`src/rtl/wash_timer_if.sv`:
```
// Timer handshake between the wash sequencer (master) and its phase timer (slave).
// The master loads freq/period, pulses clr and holds enable; the timer answers with done.
interface wash_timer_if;
    logic       timer_clr;
    logic       timer_enable;
    logic [3:0] timer_freq;
    logic [3:0] timer_period;
    logic       timer_done;

    modport master (
        output timer_clr,
        output timer_enable,
        output timer_freq,
        output timer_period,
        input  timer_done
    );

    modport slave (
        input  timer_clr,
        input  timer_enable,
        input  timer_freq,
        input  timer_period,
        output timer_done
    );
endinterface

```
`src/rtl/wash_cycle_ctrl.sv`:
```
// Washing-machine phase sequencer FILL -> WASH -> RINSE -> SPIN driving a timer and actuators.
// Every output is registered; next-state logic computes the registered outputs from the next state.
module wash_cycle_ctrl #(
    parameter logic [3:0] CLK_FREQ     = 4'd5,
    parameter logic [3:0] FILL_PERIOD  = 4'd2,
    parameter logic [3:0] WASH_PERIOD  = 4'd5,
    parameter logic [3:0] RINSE_PERIOD = 4'd3,
    parameter logic [3:0] SPIN_PERIOD  = 4'd4
) (
    input  logic              clk,
    input  logic              reset,
    input  logic              start_i,
    input  logic              pause_i,
    input  logic              abort_i,
    input  logic              door_closed_i,
    wash_timer_if.master      tmr,
    output logic [2:0]        state_o,
    output logic              water_valve_o,
    output logic              motor_on_o,
    output logic              drain_o,
    output logic              cycle_done_o
);

    typedef enum logic [1:0] {S_IDLE, S_LOAD, S_RUN, S_DONE} fsm_t;

    localparam logic [2:0] PH_IDLE = 3'd0;
    localparam logic [2:0] PH_DONE = 3'd5;

    fsm_t       fsm_q, fsm_d;
    logic [2:0] phase_q, phase_d;
    logic       held_q, held_d;
    logic       clr_q, clr_d;
    logic       en_q, en_d;
    logic [3:0] freq_q;
    logic [3:0] period_q, period_d;
    logic [2:0] state_q, state_d;
    logic       valve_q, valve_d;
    logic       motor_q, motor_d;
    logic       drain_q, drain_d;
    logic       done_q, done_d;

    logic       hold;
    logic       aborting;
    logic       active;
    logic       act;
    logic [2:0] nph;

    function automatic logic [3:0] period_of(input logic [2:0] p);
        case (p)
            3'd1:    period_of = FILL_PERIOD;
            3'd2:    period_of = WASH_PERIOD;
            3'd3:    period_of = RINSE_PERIOD;
            3'd4:    period_of = SPIN_PERIOD;
            default: period_of = 4'd0;
        endcase
    endfunction

    // Lowest phase at or after 'from' with a non-zero period; DONE when none remain.
    function automatic logic [2:0] next_phase(input logic [2:0] from);
        logic [2:0] r;
        r = PH_DONE;
        for (int k = 4; k >= 1; k--) begin
            if (3'(k) >= from && period_of(3'(k)) != 4'd0) r = 3'(k);
        end
        return r;
    endfunction

    always_comb begin
        fsm_d    = fsm_q;
        phase_d  = phase_q;
        held_d   = held_q;
        nph      = PH_IDLE;
        hold     = pause_i || !door_closed_i;
        aborting = abort_i && (fsm_q != S_IDLE);

        case (fsm_q)
            S_IDLE: begin
                if (start_i && door_closed_i) begin
                    nph     = next_phase(3'd1);
                    fsm_d   = (nph == PH_DONE) ? S_DONE : S_LOAD;
                    phase_d = nph;
                    held_d  = 1'b0;
                end
            end
            S_LOAD: begin
                fsm_d  = S_RUN;
                held_d = hold;
            end
            S_RUN: begin
                // done only counts while the timer was actually enabled; it beats a new hold
                if (en_q && tmr.timer_done) begin
                    nph     = next_phase(phase_q + 3'd1);
                    fsm_d   = (nph == PH_DONE) ? S_DONE : S_LOAD;
                    phase_d = nph;
                    held_d  = 1'b0;
                end else begin
                    held_d = hold;
                end
            end
            S_DONE: fsm_d = S_IDLE;
            default: fsm_d = S_IDLE;
        endcase

        if (aborting) begin
            fsm_d   = S_IDLE;
            phase_d = PH_IDLE;
            held_d  = 1'b0;
        end

        active   = (fsm_d == S_LOAD) || (fsm_d == S_RUN);
        act      = active && !held_d;
        clr_d    = (fsm_d == S_LOAD) || aborting;
        en_d     = (fsm_d == S_RUN) && !held_d;
        period_d = active ? period_of(phase_d) : 4'd0;
        state_d  = active ? phase_d : ((fsm_d == S_DONE) ? PH_DONE : PH_IDLE);
        valve_d  = act && (phase_d == 3'd1 || phase_d == 3'd3);
        motor_d  = act && (phase_d >= 3'd2);
        drain_d  = act && (phase_d == 3'd4);
        done_d   = (fsm_d == S_DONE);
    end

    always_ff @(posedge clk or negedge reset) begin
        if (!reset) begin
            fsm_q    <= S_IDLE;
            phase_q  <= PH_IDLE;
            held_q   <= 1'b0;
            clr_q    <= 1'b0;
            en_q     <= 1'b0;
            freq_q   <= CLK_FREQ;
            period_q <= 4'd0;
            state_q  <= PH_IDLE;
            valve_q  <= 1'b0;
            motor_q  <= 1'b0;
            drain_q  <= 1'b0;
            done_q   <= 1'b0;
        end else begin
            fsm_q    <= fsm_d;
            phase_q  <= phase_d;
            held_q   <= held_d;
            clr_q    <= clr_d;
            en_q     <= en_d;
            freq_q   <= CLK_FREQ;
            period_q <= period_d;
            state_q  <= state_d;
            valve_q  <= valve_d;
            motor_q  <= motor_d;
            drain_q  <= drain_d;
            done_q   <= done_d;
        end
    end

    assign tmr.timer_clr    = clr_q;
    assign tmr.timer_enable = en_q;
    assign tmr.timer_freq   = freq_q;
    assign tmr.timer_period = period_q;
    assign state_o          = state_q;
    assign water_valve_o    = valve_q;
    assign motor_on_o       = motor_q;
    assign drain_o          = drain_q;
    assign cycle_done_o     = done_q;

endmodule
```
`src/flat_wrapper.sv`:
```
// flat-port wrapper written by rule: the top's interface ports become plain ports
module wash_cycle_ctrl_flat 
#(
    parameter logic [3:0] CLK_FREQ     = 4'd5,
    parameter logic [3:0] FILL_PERIOD  = 4'd2,
    parameter logic [3:0] WASH_PERIOD  = 4'd5,
    parameter logic [3:0] RINSE_PERIOD = 4'd3,
    parameter logic [3:0] SPIN_PERIOD  = 4'd4
)
  (clk, reset, start_i, pause_i, abort_i, door_closed_i, state_o, water_valve_o, motor_on_o, drain_o, cycle_done_o, tmr_timer_clr, tmr_timer_enable, tmr_timer_freq, tmr_timer_period, tmr_timer_done);
  wash_timer_if tmr_i ();
  input  logic clk;
  input  logic reset;
  input  logic start_i;
  input  logic pause_i;
  input  logic abort_i;
  input  logic door_closed_i;
  output logic [2:0] state_o;
  output logic water_valve_o;
  output logic motor_on_o;
  output logic drain_o;
  output logic cycle_done_o;
  output wire logic [$bits(tmr_i.timer_clr)-1:0] tmr_timer_clr;
  output wire logic [$bits(tmr_i.timer_enable)-1:0] tmr_timer_enable;
  output wire logic [$bits(tmr_i.timer_freq)-1:0] tmr_timer_freq;
  output wire logic [$bits(tmr_i.timer_period)-1:0] tmr_timer_period;
  input wire logic [$bits(tmr_i.timer_done)-1:0] tmr_timer_done;
  assign tmr_timer_clr = tmr_i.timer_clr;
  assign tmr_timer_enable = tmr_i.timer_enable;
  assign tmr_timer_freq = tmr_i.timer_freq;
  assign tmr_timer_period = tmr_i.timer_period;
  assign tmr_i.timer_done = tmr_timer_done;
  wash_cycle_ctrl #(.CLK_FREQ(CLK_FREQ), .FILL_PERIOD(FILL_PERIOD), .WASH_PERIOD(WASH_PERIOD), .RINSE_PERIOD(RINSE_PERIOD), .SPIN_PERIOD(SPIN_PERIOD)) u_core (.clk(clk), .reset(reset), .start_i(start_i), .pause_i(pause_i), .abort_i(abort_i), .door_closed_i(door_closed_i), .tmr(tmr_i), .state_o(state_o), .water_valve_o(water_valve_o), .motor_on_o(motor_on_o), .drain_o(drain_o), .cycle_done_o(cycle_done_o));
endmodule
```
`config.mk`:
```
export PLATFORM = sky130hd
export DESIGN_NAME = wash_cycle_ctrl_flat
export DESIGN_NICKNAME = d
export VERILOG_FILES = /design/src/rtl/wash_timer_if.sv /design/src/rtl/wash_cycle_ctrl.sv /design/src/flat_wrapper.sv
export SDC_FILE = /design/constraint.sdc
export NUM_CORES = 1
export LEC_CHECK = 0
export BUFFER_PORTS_ARGS = -buffer_cell sky130_fd_sc_hd__buf_2
export CAP_MARGIN = 5
export CORE_MARGIN = 5
export CORE_UTILIZATION = 45
export CTS_BUF_LIST = sky130_fd_sc_hd__clkbuf_8
export CTS_CLUSTER_SIZE = 8
export DETAILED_ROUTE_END_ITERATION = 8
export PLACE_DENSITY = 0.69
export SLEW_MARGIN = 5
export SYNTH_ARGS = -nofsm -noshare
export SYNTH_HDL_FRONTEND = slang
export SYNTH_SLANG_ARGS = --single-unit
```
`constraint.sdc`:
```
create_clock -name clk -period 3.2 [get_ports clk]
set_input_delay 0.48 -clock clk [delete_from_list [all_inputs] [get_ports clk]]
set_output_delay 0.48 -clock clk [all_outputs]
set_load 0.05 [all_outputs]
```
==> flow_summary.yaml, run 1 <==
synthesis:
  ys.flop_type: "dfrtp_1"
  synth_edf_count: 0
  synthTopCellsByCount: "dfrtp_1, inv_1, buf_4"
  yosys_warnings: 0
  synth_area_leader_cell: "dfrtp_1"
  synth_cell_types: 38
  synth.most_common_cell: "dfrtp_1"
  syn_area_per_cell_sq_um: 10.9
  synthesis.instances: 94
  yosysTopAreaCellShare_pct: 43.8
  ys_ff_latch: 18
  yosysSeqAreaShare_pct: 43.8
  syn_area_sq_um: 1030
  ys_top_cells_by_area: "dfrtp_1, ha_1, buf_4"
  ys_async_sr_fraction_pct: 100
cts:
  hold_buffers: 0
  cts_root_buffer: "clkbuf_8"
  cts_sinks: 18
  cts_inserted_buffers: 3
  cts_tree: "yes"
  post_cts_buffers: 0
  max-clock-path-buffers: 2
  clkLatencyLatePin_ns: 0.26
  htree_levels: 1
  cts_resized: 0
  clk_pin_slew_ns: 0.07
sta:
  hold_viol: 0
  rsz0062_at_grt: "false"
  max_freq_ghz: 0.397
  setup-violations-final: 0
  setup_ws_ns: 0.683
  min_period_ns: 2.52
  skew_ns: 0.00254
  period_share_pct: 78.7
  setup_tns_ns: 0
  slew_violations: 0
floorplanning:
  placementRows: 17
  die-area_sq_um: 3340
  die_w_um: 57.8
  design.core.area_sq_um: 2190
  fp.dieH_um: 57.8
  boundaryPins: 24
  start_util_pct: 46.9
placed_design:
  port_buffers: 18
  place_ws_ns: 0.674
  placedCellCount: 135
  place.gp.congestion: 0.795
  place_area_sq_um: 1100
  dpl.hpwl_mm: 1.44
route:
  drt_wl_total_mm: 1.86
  drc: 0
  dr.first_iter.drc_count: 10
  drt_pre_antenna_iters: 4
  wl_per_cell_um: 13.4
  num_vias: 689
  viasPerCell: 4.96
  antenna_left: 0
global_routing:
  grt_max_degree: 19
  grt_usage_pct: 13.1
  grt_pass1_vias: 693
  grt_pass1_wl_mm: 3.21
  grt-ovfl-total: 0
  antenna_found_initial: 0
status:
  status: "completed"
critical_path:
  critical_path_depth: 9
  critPathLaunchType: "flop"
  crit_family: "compound AO/OA/AOI/OAI gates"
  crit_path_max_fanout: 7
  end_kind: "flop"
  rr_worst_depth: 9
  setup.worst_path.class: "reg -> reg"
  timing.critical_path.cells: "ha_1, xnor2_1, o21ba_2, o21ai_0, a21o_1, inv_1, ha_1, or2_2, a21oi_1"
  slowest_stage: "dfrtp_1"
  crit_required_ns: 3.38
  worst_path_most_repeated_cell: "ha_1"
  cp.arrival_ns: 2.70
  critPathMaxStageDelay_ns: 0.42
  critPathBufInv: 1
min_path:
  hold_class: "in -> async"
final_layout:
  design_area_sq_um: 1160
  final_cells: 139
  nFillCells: 200
  drive_gt1_share_pct: 31.5
  antenna_cells: 0
  nets: 124
  area_delta_synth_final_pct: 12.7
  fin_util_pct: 52.8
power:
  p_leak_nw: 0.587
  vdd.ir_drop.worst_uv: 276
  cellPowerDensity_nw_per_um2: 512
flow_run:
  maxCapViolCount: 0
[report_power, final]
part           total, mW  switching (mW)  internal (mW)
sequential         0.261          0.0146          0.246
clock              0.184          0.0746          0.109
combinational      0.148           0.106         0.0420
total              0.593           0.195          0.397
[sequential cells by signal (all words and copies together) (netlist names)]
name and count:
u_core.fsm_q 2, u_core.cycle_done_o 1, u_core.held_q 1, u_core.phase_q 3, u_core.tmr.timer_clr 1, u_core.water_valve_o 1
u_core.tmr.timer_period 3, u_core.drain_o 1, u_core.tmr.timer_enable 1, u_core.state_o 3, u_core.motor_on_o 1
[metal layers]
| metal | GRT usage, % | vias to the layer above | part of all wire [%] |
|---|---|---|---|
| met4 | 9.93 | 0 | 3.5 |
| met3 | 4.01 | 5 | 6.0 |
| met1 | 15.5 | 325 | 44 |
| li1 | - | 340 | - |
| met5 | 0 | - | 0 |
| met2 | 19.7 | 19 | 47 |
[final cells by class]
| cell class | instances | area [sq um] | share of cell area (%) |
|---|---|---|---|
| Inverter | 8 | 35.0 | 3.03 |
| Tap cell | 28 | 35.0 | 3.03 |
| Sequential cell | 18 | 450 | 38.9 |
| Timing Repair Buffer | 18 | 90.1 | 7.78 |
| Multi-Input combinational cell | 63 | 492 | 42.5 |
| Clock buffer | 4 | 55.1 | 4.76 |
[path summary, 6_finish.rpt]
kind	slack (ns)	end	start
min in group clk	0.57	u_core.held_q	abort_i
worst max-delay path	0.68	u_core.motor_on_o	u_core.phase_q[1]
worst max register to register	0.68	u_core.motor_on_o	u_core.phase_q[1]
worst min register to register	0.57	u_core.held_q	u_core.held_q
worst min-delay path	0.14	u_core.fsm_q[0]	reset
max in group asynchronous	2.79	u_core.fsm_q[1]	reset
[kinds of logic (layout without fill, tap and decap cells)]
| logic type | after synthesis | after routing | synth area share (%) |
|---|---|---|---|
| and+or+nand+nor | 28 | 28 | 17.8 |
| other | 2 | 5 | 0.731 |
| buffers and inverters | 16 | 30 | 9.38 |
| DFF | 18 | 18 | 43.8 |
| adders and majority gates | 5 | 5 | 6.09 |
| muxes | 2 | 2 | 2.19 |
| AOI/OAI and AO/OA | 22 | 22 | 19.1 |
| xor gates and xnor gates | 1 | 1 | 0.853 |
[layout by cell type, fill, tap and decap left out, types with 2 or more instances in the layout]
cell type,instances
inv_1,7
nand3_1,2
dfrtp_1,18
nor3_1,2
nor2b_1,4
nor2_1,5
ha_1,5
or2_2,2
a21oi_1,4
nand2_1,4
nand2b_1,3
buf_2,18
clkbuf_8,4
mux2_2,2
conb_1,5
o21ai_0,5
[metrics by stage]
stage          power, mW  hold slack [ns]
2_1_floorplan      0.384            0.184
3_3_place_gp       0.411            0.422
3_5_place_dp       0.414            0.429
4_1_cts            0.601            0.145
5_1_grt            0.625            0.165
6_report           0.593            0.137
Note: power is estimated with default switching activity, not from simulation.
==> run 2, diff against run 1 <==
Settings changed: ABC_AREA set to 1, PLACE_DENSITY 0.69 to 0.72.
Clock period 3.2 ns to 2.1 ns, I/O delays scaled along.
==> run 2 against run 1 <==
Net effect: total power up 140%; clock power up 20%; sequential power grew 80%; highest routed layer unchanged; critical endpoint is now u_core.tmr.timer_clr; critical path type unchanged; clock skew decreased by 0.0013 ns.
==> flow_summary.yaml, run 2 <==
floorplanning:
  boundaryPins: 24
  die_w_um: 55.8
  die-area_sq_um: 3110
  design.core.area_sq_um: 1980
  start_util_pct: 47.6
  fp.dieH_um: 55.8
  placementRows: 16
final_layout:
  final_common_cell: "nand2_1"
  final_cells: 169
  drive_gt1_share_pct: 23.2
  design_area_sq_um: 1130
  nets: 156
  antenna_cells: 0
  area_delta_synth_final_pct: 19.5
  fin_util_pct: 56.9
  nFillCells: 176
  layout_common_cells: "nand2_1, inv_1, buf_2, dfrtp_1, nor2_1"
synthesis:
  ys.flop_type: "dfrtp_1"
  synthAdderAreaFrac_pct: 6.63
  synth_area_leader_cell: "dfrtp_1"
  ys_async_sr_fraction_pct: 100
  yosysSeqAreaShare_pct: 47.7
  syn_area_per_cell_sq_um: 7.86
  synth-compound-area-share_pct: 5.04
  synth_cell_types: 18
  ys_ff_latch: 18
  syn_area_sq_um: 943
  synth_xor_area_share_pct: 0
  ys_top_cells_by_area: "dfrtp_1, nand2_1, inv_1"
  synth.area.mux_share_pct: 0
  synthSimpleGateAreaFrac_pct: 27.1
  synth.most_common_cell: "nand2_1"
  yosys_warnings: 0
  synth_top_family_by_area: "simple AND/OR/NAND/NOR gates"
  synth_edf_count: 0
  synthTopCellsByCount: "nand2_1, inv_1, dfrtp_1"
  synthesis.instances: 120
  yosysTopAreaCellShare_pct: 47.7
placed_design:
  place_area_sq_um: 1040
  placedCellCount: 163
  port_buffers: 18
  dpl.hpwl_mm: 1.42
  place.gp.congestion: 0.805
global_routing:
  grt_util_met3_pct: 1.86
  grt-ovfl-total: 0
  grt_pass1_vias: 775
  grt_max_degree: 19
  met2_usage_pct: 21.5
  grt.busiest_layer: "met2"
  antenna_found_initial: 0
  grt_pass1_wl_mm: 3.34
  grt_usage_pct: 13.0
  met1_usage_pct: 16.7
route:
  drt_pre_antenna_iters: 4
  drc: 0
  wl_per_cell_um: 10.9
  dr.first_iter.drc_count: 12
  antenna_left: 0
  viasPerCell: 4.54
  num_vias: 768
  drt_wl_total_mm: 1.84
cts:
  max-clock-path-buffers: 2
  cts_inserted_buffers: 3
  htree_levels: 1
  clkLatencyLatePin_ns: 0.24
  cts_sinks: 18
  cts_root_buffer: "clkbuf_8"
  clk_pin_slew_ns: 0.06
  cts_tree: "yes"
power:
  cellPowerDensity_nw_per_um2: 1260
  switchingPower_uw: 660
  seq_power_share_pct: 33.0
  clkPwrFrac_pct: 15.5
  vdd.ir_drop.worst_uv: 865
  internal-power_uw: 765
  p_leak_nw: 0.683
  p_comb_share_pct: 51.5
  swShare_pct: 46.3
critical_path:
  crit_path_max_fanout: 4
  critPathLaunchType: "flop"
  setup.worst_path.class: "reg -> reg"
  cp.arrival_ns: 2.12
  end_kind: "flop"
  crit_required_ns: 2.22
  timing.rr.start: "u_core.phase_q[0]"
  critPathLaunch: "u_core.phase_q[0]"
flow_run:
  maxCapViolCount: 0
sta:
  skew_ns: 0.00121
  setup-violations-final: 0
  min_period_ns: 1.99
  period_share_pct: 95.0
  hold_viol: 0
  slew_violations: 0
  max_freq_ghz: 0.501
min_path:
  holdCritStartpoint: "abort_i"
  hold_class: "in -> reg"
status:
  status: "completed"
run 2: worst paths after layout:
check | to | slack [ns] | cells past startpoint
worst max-delay path | u_core.tmr.timer_clr | 0.11 | 10
worst min-delay path | u_core.fsm_q[1] | 0.51 | 4
worst max register to register | u_core.tmr.timer_clr | 0.11 | 10
worst min register to register | u_core.phase_q[2] | 0.66 | 2
max in group asynchronous | u_core.phase_q[1] | 1.30 | 2
min in group asynchronous | u_core.cycle_done_o | 0.53 | 2
run 2: worst max-delay path: stages, from the launching register on:
cell	delay, ns
dfrtp_1	0.40
ha_1	0.21
nand2_1	0.08
nand2_1	0.07
nand2_1	0.06
nand2_1	0.09
or2_1	0.26
a21oi_4	0.19
inv_1	0.06
ha_1	0.17
or2_2	0.28
run 2: cells by family (layout without fill, tap and decap cells):
kind of cell / count (synthesis) / after routing
other: 2 / 5
buffers and inverters: 27 / 46
flip-flops: 18 / 18
adder cells (fa/ha/maj): 5 / 5
AO/OA/AOI/OAI: 8 / 8
AND/OR/NAND/NOR: 60 / 60
run 2: layout make-up:
class	count	area (sq um)	area share [%]
Multi-Input combinational cell	78	404	35.8
Sequential cell	18	450	40.0
Timing Repair Buffer	21	115	10.2
Inverter	22	82.6	7.33
Tap cell	27	33.8	3.00
Clock buffer	3	41.3	3.66
run 2: power by group through the flow:
stage | clock, mW | sequential [mW] | combinational (mW)
final | 0.221 | 0.470 | 0.734
after global routing | 0.243 | 0.482 | 0.826
after CTS | 0.229 | 0.471 | 0.688
after detailed placement | 0 | 0.475 | 0.682
after global placement | 0 | 0.473 | 0.673
after floorplan | 0 | 0.624 | 0.390
run 2: what timing repair did:
action                                 4_1_cts  5_1_grt
gates resized for setup                      0        2
setup endpoints to repair                    0        9
hold buffers                                 1        0
endpoints found under the hold margin        9        0
setup buffers                                0        2
run 2: per-stage QoR:
stage	setup TNS [ns]	power [mW]	hold slack [ns]	setup WS, ns
floorplan	0	1.01	0.0194	0.136
global placement	0	1.15	0.253	0.146
global route	-0.0604	1.55	0.561	-0.0206
finish	0	1.43	0.511	0.105
detailed placement	0	1.16	0.259	0.0660
CTS	0	1.39	0.490	0.0629
run 2: per-layer routing:
layer / up-vias / part of all wire (%)
met2: 29 / 49
met5: - / 0
met1: 343 / 44
met4: 0 / 1.2
li1: 392 / -
met3: 4 / 5.9
